==> src/rtl/tx_ft_pkg.sv <==
// Shared constants, FSM state type and packing/arithmetic helpers for the Tx
// fault-tolerant encoder.
package tx_ft_pkg;

  localparam int NUM_CH   = 8;
  localparam int CH_IDX_W = $clog2(NUM_CH);
  localparam int SAMPLE_W = 22;
  localparam int COMP_W   = 24;
  localparam int WORD_W   = 2 * COMP_W;
  localparam int IDX_W    = 4;

  typedef enum logic [1:0] {
    COLLECT = 2'd0,
    ACCUM   = 2'd1,
    OUTPUT  = 2'd2
  } state_t;

  function automatic logic [COMP_W-1:0] sext24(input logic signed [SAMPLE_W-1:0] x);
    return {{(COMP_W-SAMPLE_W){x[SAMPLE_W-1]}}, x};
  endfunction

  function automatic logic [WORD_W-1:0] pack_cplx(input logic signed [SAMPLE_W-1:0] re,
                                                  input logic signed [SAMPLE_W-1:0] im);
    return {sext24(im), sext24(re)};
  endfunction

  function automatic logic [COMP_W-1:0] wrap24(input logic [COMP_W-1:0] a,
                                               input logic [COMP_W-1:0] b);
    return a + b;
  endfunction

endpackage

==> src/rtl/tx_ft_checksum_mac.sv <==
// Serial checksum accumulator: adds x and weight*x (per component, mod 2^24)
// for one packed complex sample per enabled cycle.
module tx_ft_checksum_mac
  import tx_ft_pkg::*;
(
  input  logic              i_clk,
  input  logic              i_rst,
  input  logic              i_clear,
  input  logic              i_en,
  input  logic [WORD_W-1:0] i_sample,
  input  logic [IDX_W-1:0]  i_weight,
  output logic [WORD_W-1:0] o_ck1,
  output logic [WORD_W-1:0] o_ck2
);

  logic [COMP_W-1:0] w_re, w_im, w_wre, w_wim;
  logic [COMP_W-1:0] r_ck1_re, r_ck1_im, r_ck2_re, r_ck2_im;

  assign w_re = i_sample[COMP_W-1:0];
  assign w_im = i_sample[WORD_W-1:COMP_W];

  // Shift-add multiply; dropping bits above 24 is the intended mod-2^24 arithmetic.
  always_comb begin
    w_wre = '0;
    w_wim = '0;
    for (int b = 0; b < IDX_W; b++) begin
      if (i_weight[b]) begin
        w_wre = wrap24(w_wre, w_re << b);
        w_wim = wrap24(w_wim, w_im << b);
      end
    end
  end

  always_ff @(posedge i_clk or posedge i_rst) begin
    if (i_rst) begin
      r_ck1_re <= '0;
      r_ck1_im <= '0;
      r_ck2_re <= '0;
      r_ck2_im <= '0;
    end else if (i_clear) begin
      r_ck1_re <= '0;
      r_ck1_im <= '0;
      r_ck2_re <= '0;
      r_ck2_im <= '0;
    end else if (i_en) begin
      r_ck1_re <= wrap24(r_ck1_re, w_re);
      r_ck1_im <= wrap24(r_ck1_im, w_im);
      r_ck2_re <= wrap24(r_ck2_re, w_wre);
      r_ck2_im <= wrap24(r_ck2_im, w_wim);
    end
  end

  assign o_ck1 = {r_ck1_im, r_ck1_re};
  assign o_ck2 = {r_ck2_im, r_ck2_re};

endmodule

==> src/rtl/tx_channelization_ft_encoder.sv <==
// Collects one sample per Tx channel, computes the two checksum channels serially
// and presents data + CK1/CK2 as one frame with a valid/ready handshake.
module tx_channelization_ft_encoder
  import tx_ft_pkg::*;
#(
  parameter int TIMEOUT = 1024
) (
  input  logic                       prj_clk,
  input  logic                       prj_rst,
  input  logic signed [SAMPLE_W-1:0] tx_in_real [NUM_CH],
  input  logic signed [SAMPLE_W-1:0] tx_in_imag [NUM_CH],
  input  logic [NUM_CH-1:0]          tx_in_tvalid,
  output logic [NUM_CH-1:0]          tx_in_tready,
  output logic [WORD_W-1:0]          extra_out_data [NUM_CH],
  output logic [WORD_W-1:0]          extra_out_ck1,
  output logic [WORD_W-1:0]          extra_out_ck2,
  output logic                       extra_out_tvalid,
  input  logic                       extra_out_tready,
  output logic                       frame_drop,
  output logic [15:0]                frame_count
);

  localparam int TIMER_W = (TIMEOUT > 2) ? $clog2(TIMEOUT) : 1;

  state_t              r_state, w_state_next;
  logic [WORD_W-1:0]   r_slot [NUM_CH];
  logic [NUM_CH-1:0]   r_full, w_full_next, w_capture;
  logic [TIMER_W-1:0]  r_timer;
  logic [IDX_W-1:0]    r_idx;
  logic                r_drop;
  logic [15:0]         r_count;
  logic                w_timeout, w_mac_clear, w_mac_en;
  logic [WORD_W-1:0]   w_ck1, w_ck2;

  assign w_capture   = tx_in_tvalid & tx_in_tready;
  assign w_full_next = r_full | w_capture;
  assign w_timeout   = (r_state == COLLECT) && (r_timer == TIMER_W'(TIMEOUT - 1));

  always_comb begin
    w_state_next = r_state;
    tx_in_tready = '0;
    case (r_state)
      COLLECT: begin
        if (!prj_rst) tx_in_tready = ~r_full;
        if (!w_timeout && (&w_full_next)) w_state_next = ACCUM;
      end
      // Index NUM_CH is a drain cycle letting the last MAC update settle.
      ACCUM:   if (r_idx == IDX_W'(NUM_CH)) w_state_next = OUTPUT;
      OUTPUT:  if (extra_out_tready) w_state_next = COLLECT;
      default: w_state_next = COLLECT;
    endcase
  end

  always_ff @(posedge prj_clk or posedge prj_rst) begin
    if (prj_rst) r_state <= COLLECT;
    else         r_state <= w_state_next;
  end

  always_ff @(posedge prj_clk or posedge prj_rst) begin
    if (prj_rst) begin
      r_full  <= '0;
      r_timer <= '0;
      r_idx   <= '0;
      r_drop  <= 1'b0;
      r_count <= '0;
    end else begin
      r_drop <= 1'b0;
      case (r_state)
        COLLECT: begin
          r_idx <= '0;
          if (w_timeout) begin
            r_full  <= '0;
            r_timer <= '0;
            r_drop  <= 1'b1;
          end else begin
            r_full <= w_full_next;
            if (&w_full_next)      r_timer <= '0;
            else if (|w_full_next) r_timer <= r_timer + 1'b1;
          end
        end
        ACCUM:   r_idx <= r_idx + 1'b1;
        OUTPUT: begin
          if (extra_out_tready) begin
            r_full  <= '0;
            r_count <= r_count + 1'b1;
          end
        end
        default: r_idx <= '0;
      endcase
    end
  end

  for (genvar gi = 0; gi < NUM_CH; gi++) begin : g_slot
    always_ff @(posedge prj_clk or posedge prj_rst) begin
      if (prj_rst)
        r_slot[gi] <= '0;
      else if (w_capture[gi] && !w_timeout)
        r_slot[gi] <= pack_cplx(tx_in_real[gi], tx_in_imag[gi]);
    end
    assign extra_out_data[gi] = (r_state == OUTPUT) ? r_slot[gi] : '0;
  end

  assign w_mac_clear = (r_state == COLLECT) && (w_state_next == ACCUM);
  assign w_mac_en    = (r_state == ACCUM) && !r_idx[IDX_W-1];

  tx_ft_checksum_mac u_mac (
    .i_clk    (prj_clk),
    .i_rst    (prj_rst),
    .i_clear  (w_mac_clear),
    .i_en     (w_mac_en),
    .i_sample (r_slot[r_idx[CH_IDX_W-1:0]]),
    .i_weight (r_idx + 1'b1),
    .o_ck1    (w_ck1),
    .o_ck2    (w_ck2)
  );

  assign extra_out_tvalid = (r_state == OUTPUT);
  assign extra_out_ck1    = (r_state == OUTPUT) ? w_ck1 : '0;
  assign extra_out_ck2    = (r_state == OUTPUT) ? w_ck2 : '0;
  assign frame_drop       = r_drop;
  assign frame_count      = r_count;

endmodule

==> config.mk <==
export PLATFORM = sky130hd
export DESIGN_NAME = tx_channelization_ft_encoder
export DESIGN_NICKNAME = d
export VERILOG_FILES = /design/src/rtl/tx_ft_pkg.sv /design/src/rtl/tx_ft_checksum_mac.sv /design/src/rtl/tx_channelization_ft_encoder.sv
export SDC_FILE = /design/constraint.sdc
export NUM_CORES = 2
export LEC_CHECK = 0
export CORE_AREA = 2 2 335 337
export CTS_BUF_LIST = sky130_fd_sc_hd__clkbuf_8 sky130_fd_sc_hd__clkbuf_16
export DETAILED_ROUTE_END_ITERATION = 10
export DIE_AREA = 0 0 337 339
export GPL_TIMING_DRIVEN = 1
export PLACE_DENSITY = 0.55
export SKIP_CTS_REPAIR_TIMING = 1
export SLEW_MARGIN = 20
export SYNTH_ARGS = -nofsm -noshare
export SYNTH_HDL_FRONTEND = slang
export SYNTH_HIERARCHICAL = 1
export SYNTH_SLANG_ARGS = --single-unit
==> constraint.sdc <==
create_clock -name prj_clk -period 46.2 [get_ports prj_clk]
set_clock_uncertainty 0.2 [all_clocks]
set_input_delay 9.24 -clock prj_clk [delete_from_list [all_inputs] [get_ports prj_clk]]
set_output_delay 9.24 -clock prj_clk [all_outputs]
set_load 0.02 [all_outputs]
======== After elaboration in Yosys (flattened, before gate mapping) ========
Index checks and enable logic that the tools add are counted.
operators by class
  multiplexer cells ....................... 44
  bitwise gates (word level) .............. 4
  add/sub/neg operators ................... 13
  $lt $le $gt $ge ......................... 1
  equal/unequal tests ..................... 6
  reductions and logical operators ........ 23
operators with widths
  kind                   number
  $mux 48                12
  $mux 24                16
  $add 24x24->24         10
  $bmux 48 s3            1
  $mux 8                 4
  $mux 10                3
  $add 16x1->16 const B  1
  $pmux 8 s2             1
  $logic_and 1x1->1      12
  $add 10x1->10 const B  1
  $eq 10x10->1 const B   1
  $and 8x8->8            1
  $not 8->8              1
  $or 8x8->8             1
  $pmux 4 s2             1
  $reduce_and 8->1       1
  $reduce_or 8->1        1
  $mux 2                 3
  $pmux 2 s3             1
  $reduce_and 2->1       3
  $add 4x1->4 const B    1
  $eq 2x1->1 const B     2
  $eq 4x4->1 const B     1
  $ge 4x4->1 const B     1
  8 further kinds        11
word-level totals
  bits of input ports ..................... 363
  flip-flop bits (word level) ............. 505
  logic and storage cells ................. 109
  output and inout port bits .............. 506

======== Logic depth before layout (Yosys ltp) ========
  depth after elaboration ................. 14
  depth in mapped cells ................... 54
  gate-level depth less buffers ........... 46

======== Cells and area by module ========
The synthesis kept the hierarchy.
by module, submodules not included
  module                        area each (um^2)  sequential area each (um^2)  cells an instance  times used
  tx_channelization_ft_encoder  21,241.6          9,834.4                      1,657              1
  tx_ft_checksum_mac            15,635.0          2,402.3                      2,032              1

======== Worst setup path after synthesis ========
OpenSTA, ideal clock, no wires.
  path type ............................... input port to output port
  start point ............................. input port prj_rst
  end point ............................... output port tx_in_tready[0]
  data required time ...................... 36.760 ns
  path buffers ............................ 1
  stages .................................. 4
  setup slack ............................. 18.260 ns
  data arrival time ....................... 18.500 ns
  cells stage by stage .................... clkbuf_1 > inv_1 > nand2_4 > nor2_1
on the way
  longest elaborated chain between the ends .. 2
ends and longest elaborated chain
  element          line                                RTL
  start, declared  tx_channelization_ft_encoder.sv:9   input logic prj_rst,
  $mux 8           tx_channelization_ft_encoder.sv:44  if (!prj_rst) tx_in_tready = ~r_full;
  $mux 8           tx_channelization_ft_encoder.sv:42  case (r_state)
  end, declared    tx_channelization_ft_encoder.sv:13  output logic [NUM_CH-1:0] tx_in_tready,
No other way between the ends.

======== Worst setup path after layout ========
  start point ............................. input port prj_rst
  end point ............................... output port tx_in_tready[1]
Same word-level chain as after synthesis.

==> impl_metrics.toml <==
[run]
maxCapViolCount = 0

[place]
globalplace.congestion = 0.9228
dp_slack_ns = 25.04
dpl.hpwl_mm = 128.6
portBuffers = 868

[sta]
setup_violations = 0
min_period_ns = 21.07
final_max_slew_viol_count = 0
worst_slack_ns = 25.13
max-slew-margin-rel = 0.2655
rsz0062_at_grt = "no"
fin_setup_tns_ns = 0
worst_pin_slew_ns = 1.102
fin_crit_sh = 0.4561
worst_hold_slack_ns = 0.2797
max_freq_mhz = 47.46
hold_violations = 0

[worst_setup_path]
crit_path_end_kind = "primary output"
cpMaxStageDelayCell = "clkdlybuf4s50_1"
cp.arrival_ns = 11.63
worstPathMaxFanout = 114
cp_slowest_stage_delay_ns = 0.69
critPathKind = "in -> out"
required_ns = 36.76
path_cells = "clkdlybuf4s50_1 > inv_8 > nand2_4 > nor2_1 > clkdlybuf4s50_1"
cp-start-kind = "input port"
cp_common_cell = "clkdlybuf4s50_1"

[floorplan]
die_y_um = 339
boundaryPins = 869
coreArea_mm2 = 0.1104
initial_core_util = 0.3341
rows = 122
dieArea_mm2 = 0.1142
die_w_um = 337

[global_route]
grt_overflow = 0
grt_pass1_vias = 30960
antenna_found_initial = 79
grt_util_met3 = 0.06481
top_usage_layer = "met2"
use_met2 = 0.4791
track_usage = 0.2779
globalRouteMet1Util = 0.3219
grt_pass1_wl_mm = 229.5
grt_max_degree = 224

[clocking]
clk_path_buf_depth = 3
cts_tree = "done"
cts_made_buffers = 61
clock-root-buffer = "clkbuf_16"
clock_latency_ns = 0.69
h-tree-depth = 2
clock_sinks = 489
clkTransAtPathRegs_ns = 0.06

[layout]
fin_nets = 5034
area_delta_synth_final_pct = 32.51
drive_gt1_frac = 0.1601

[yosys]
synth_ff_type = "dfrtp_1"
synth_area_per_cell_um2 = 9.996
synth_edf_count = 0
async_flop_share = 1.000
synth-seq-cells = 489
postSynthCellCount = 3689
synth_cell_type_count = 85
yosysWarnings = 6
ys_seq_area_frac = 0.3318
syn_nets = 4280
syn_area_mm2 = 0.03688

[route]
vias = 31580
first_iter_violations = 2019
ant_nets = 0
drtPass1Iterations = 5
viasPerCell = 5.242
remaining_drc_errors = 0
wl_per_cell_um = 27.13
wirelength_mm = 163.4

[run_status]
status = "completed"

[hold_path]
hp-class = "reg -> reg"
## cell usage after synthesis, types with 37 or more instances
library cell / n / area share
dfrtp_1: 489 / 0.33
ha_1: 218 / 0.074
nor2_1: 255 / 0.026
mux2_4: 40 / 0.016
and2_1: 483 / 0.082
inv_1: 104 / 0.011
clkbuf_1: 117 / 0.012
nor3_1: 39 / 0.0053
xnor2_1: 117 / 0.028
nand2_1: 171 / 0.017
a21o_1: 76 / 0.015
xor2_1: 73 / 0.017
nand3_1: 58 / 0.0079
mux2_2: 413 / 0.13
nor2b_1: 37 / 0.0063
mux2i_1: 63 / 0.017
mux4_2: 88 / 0.054
o21ai_0: 122 / 0.017
a21oi_1: 217 / 0.029
## state kept, by name (all words and copies together) (netlist names)
| name | flops |
|---|---|
| u_mac/r_ck1_im | 24 |
| u_mac/r_ck2_im | 24 |
| frame_drop | 1 |
| r_slot | 352 |
| r_timer | 10 |
| u_mac/r_ck1_re | 24 |
| u_mac/r_ck2_re | 24 |
| r_full | 8 |
| r_idx | 4 |
| frame_count | 16 |
| r_state | 2 |
## placed cells by master (no fill, tap or decap), drive strengths merged, types with 14 or more instances in the layout
| cell | n |
|---|---|
| clkdlybuf4s50 | 868 |
| dfrtp | 489 |
| and2 | 483 |
| mux2 | 453 |
| nor2 | 256 |
| ha | 218 |
| a21oi | 217 |
| nand2 | 172 |
| o21ai | 126 |
| xnor2 | 117 |
| inv | 117 |
| mux4 | 88 |
| a21o | 76 |
| xor2 | 73 |
| clkbuf | 72 |
| mux2i | 63 |
| nand3 | 58 |
| diode | 51 |
| nor3 | 39 |
| nor2b | 37 |
| nand2b | 36 |
| buf | 35 |
| or3 | 27 |
| o21bai | 25 |
| o21a | 24 |
| and3 | 24 |
| o211ai | 22 |
| o31ai | 19 |
| a31oi | 19 |
| clkinv | 17 |
| nand4 | 16 |
| nand3b | 16 |
| a211oi | 16 |
| nor3b | 14 |
## worst paths after layout
| kind | from | end | slack, ns | cells past startpoint |
|---|---|---|---|---|
| hold reg to reg | frame_count[15] | frame_count[15] | 0.28 | 1 |
| setup reg to reg | r_idx[0] | u_mac/r_ck2_im[22] | 35.02 | 43 |
| min in group asynchronous | prj_rst | r_slot[42] | 9.24 | 2 |
| max in group asynchronous | prj_rst | r_slot[101] | 33.42 | 5 |
| setup / recovery | prj_rst | tx_in_tready[1] | 25.13 | 5 |
| hold / removal | frame_count[15] | frame_count[15] | 0.28 | 1 |
## stage by stage
step / area [µm²] / util / cells
floorplan: 36880 / - / 3689
global placement: 46730 / 0.4234 / 5867
detailed placement: 46730 / 0.4234 / 5867
CTS: 48720 / 0.4414 / 5972
global route: 48800 / 0.4422 / 5999
finish: 48870 / 0.4428 / 6024
## cell type report
type	instances	area [µm²]
clock buffers	72	1678
inverters	105	410.4
diodes	51	127.6
repair buffers	903	8989
well taps	1488	1862
clock inverters	33	311.5
fillers	10720	61500
flip-flops and latches	489	12250
multi-input cells	2883	23240
## layer usage
| metal | wire [µm] | up-vias |
|---|---|---|
| met3 | 10370 | 255 |
| li1 | - | 14720 |
| met4 | 7953 | 26 |
| met1 | 64040 | 15600 |
| met5 | 186 | - |
| met2 | 80870 | 980 |
## worst max-delay path: cells and delay by family
family	cells	cell delay (ns)
buffers and inverters	3	2.01
AND/OR/NAND/NOR	2	0.35
## logic make-up after synthesis
kind of cell | Yosys count | synth area share
XOR/XNOR | 192 | 0.04635
multiplexers | 604 | 0.2132
flip-flops | 489 | 0.3318
AO/OA/AOI/OAI | 640 | 0.1100
buffers and inverters | 317 | 0.03898
adder cells (fa/ha/maj) | 229 | 0.07967
AND/OR/NAND/NOR | 1218 | 0.1800
Power is left out: the tool's default activity adds up to more than one toggle a clock period on the data nets, which glitch-free logic cannot reach.
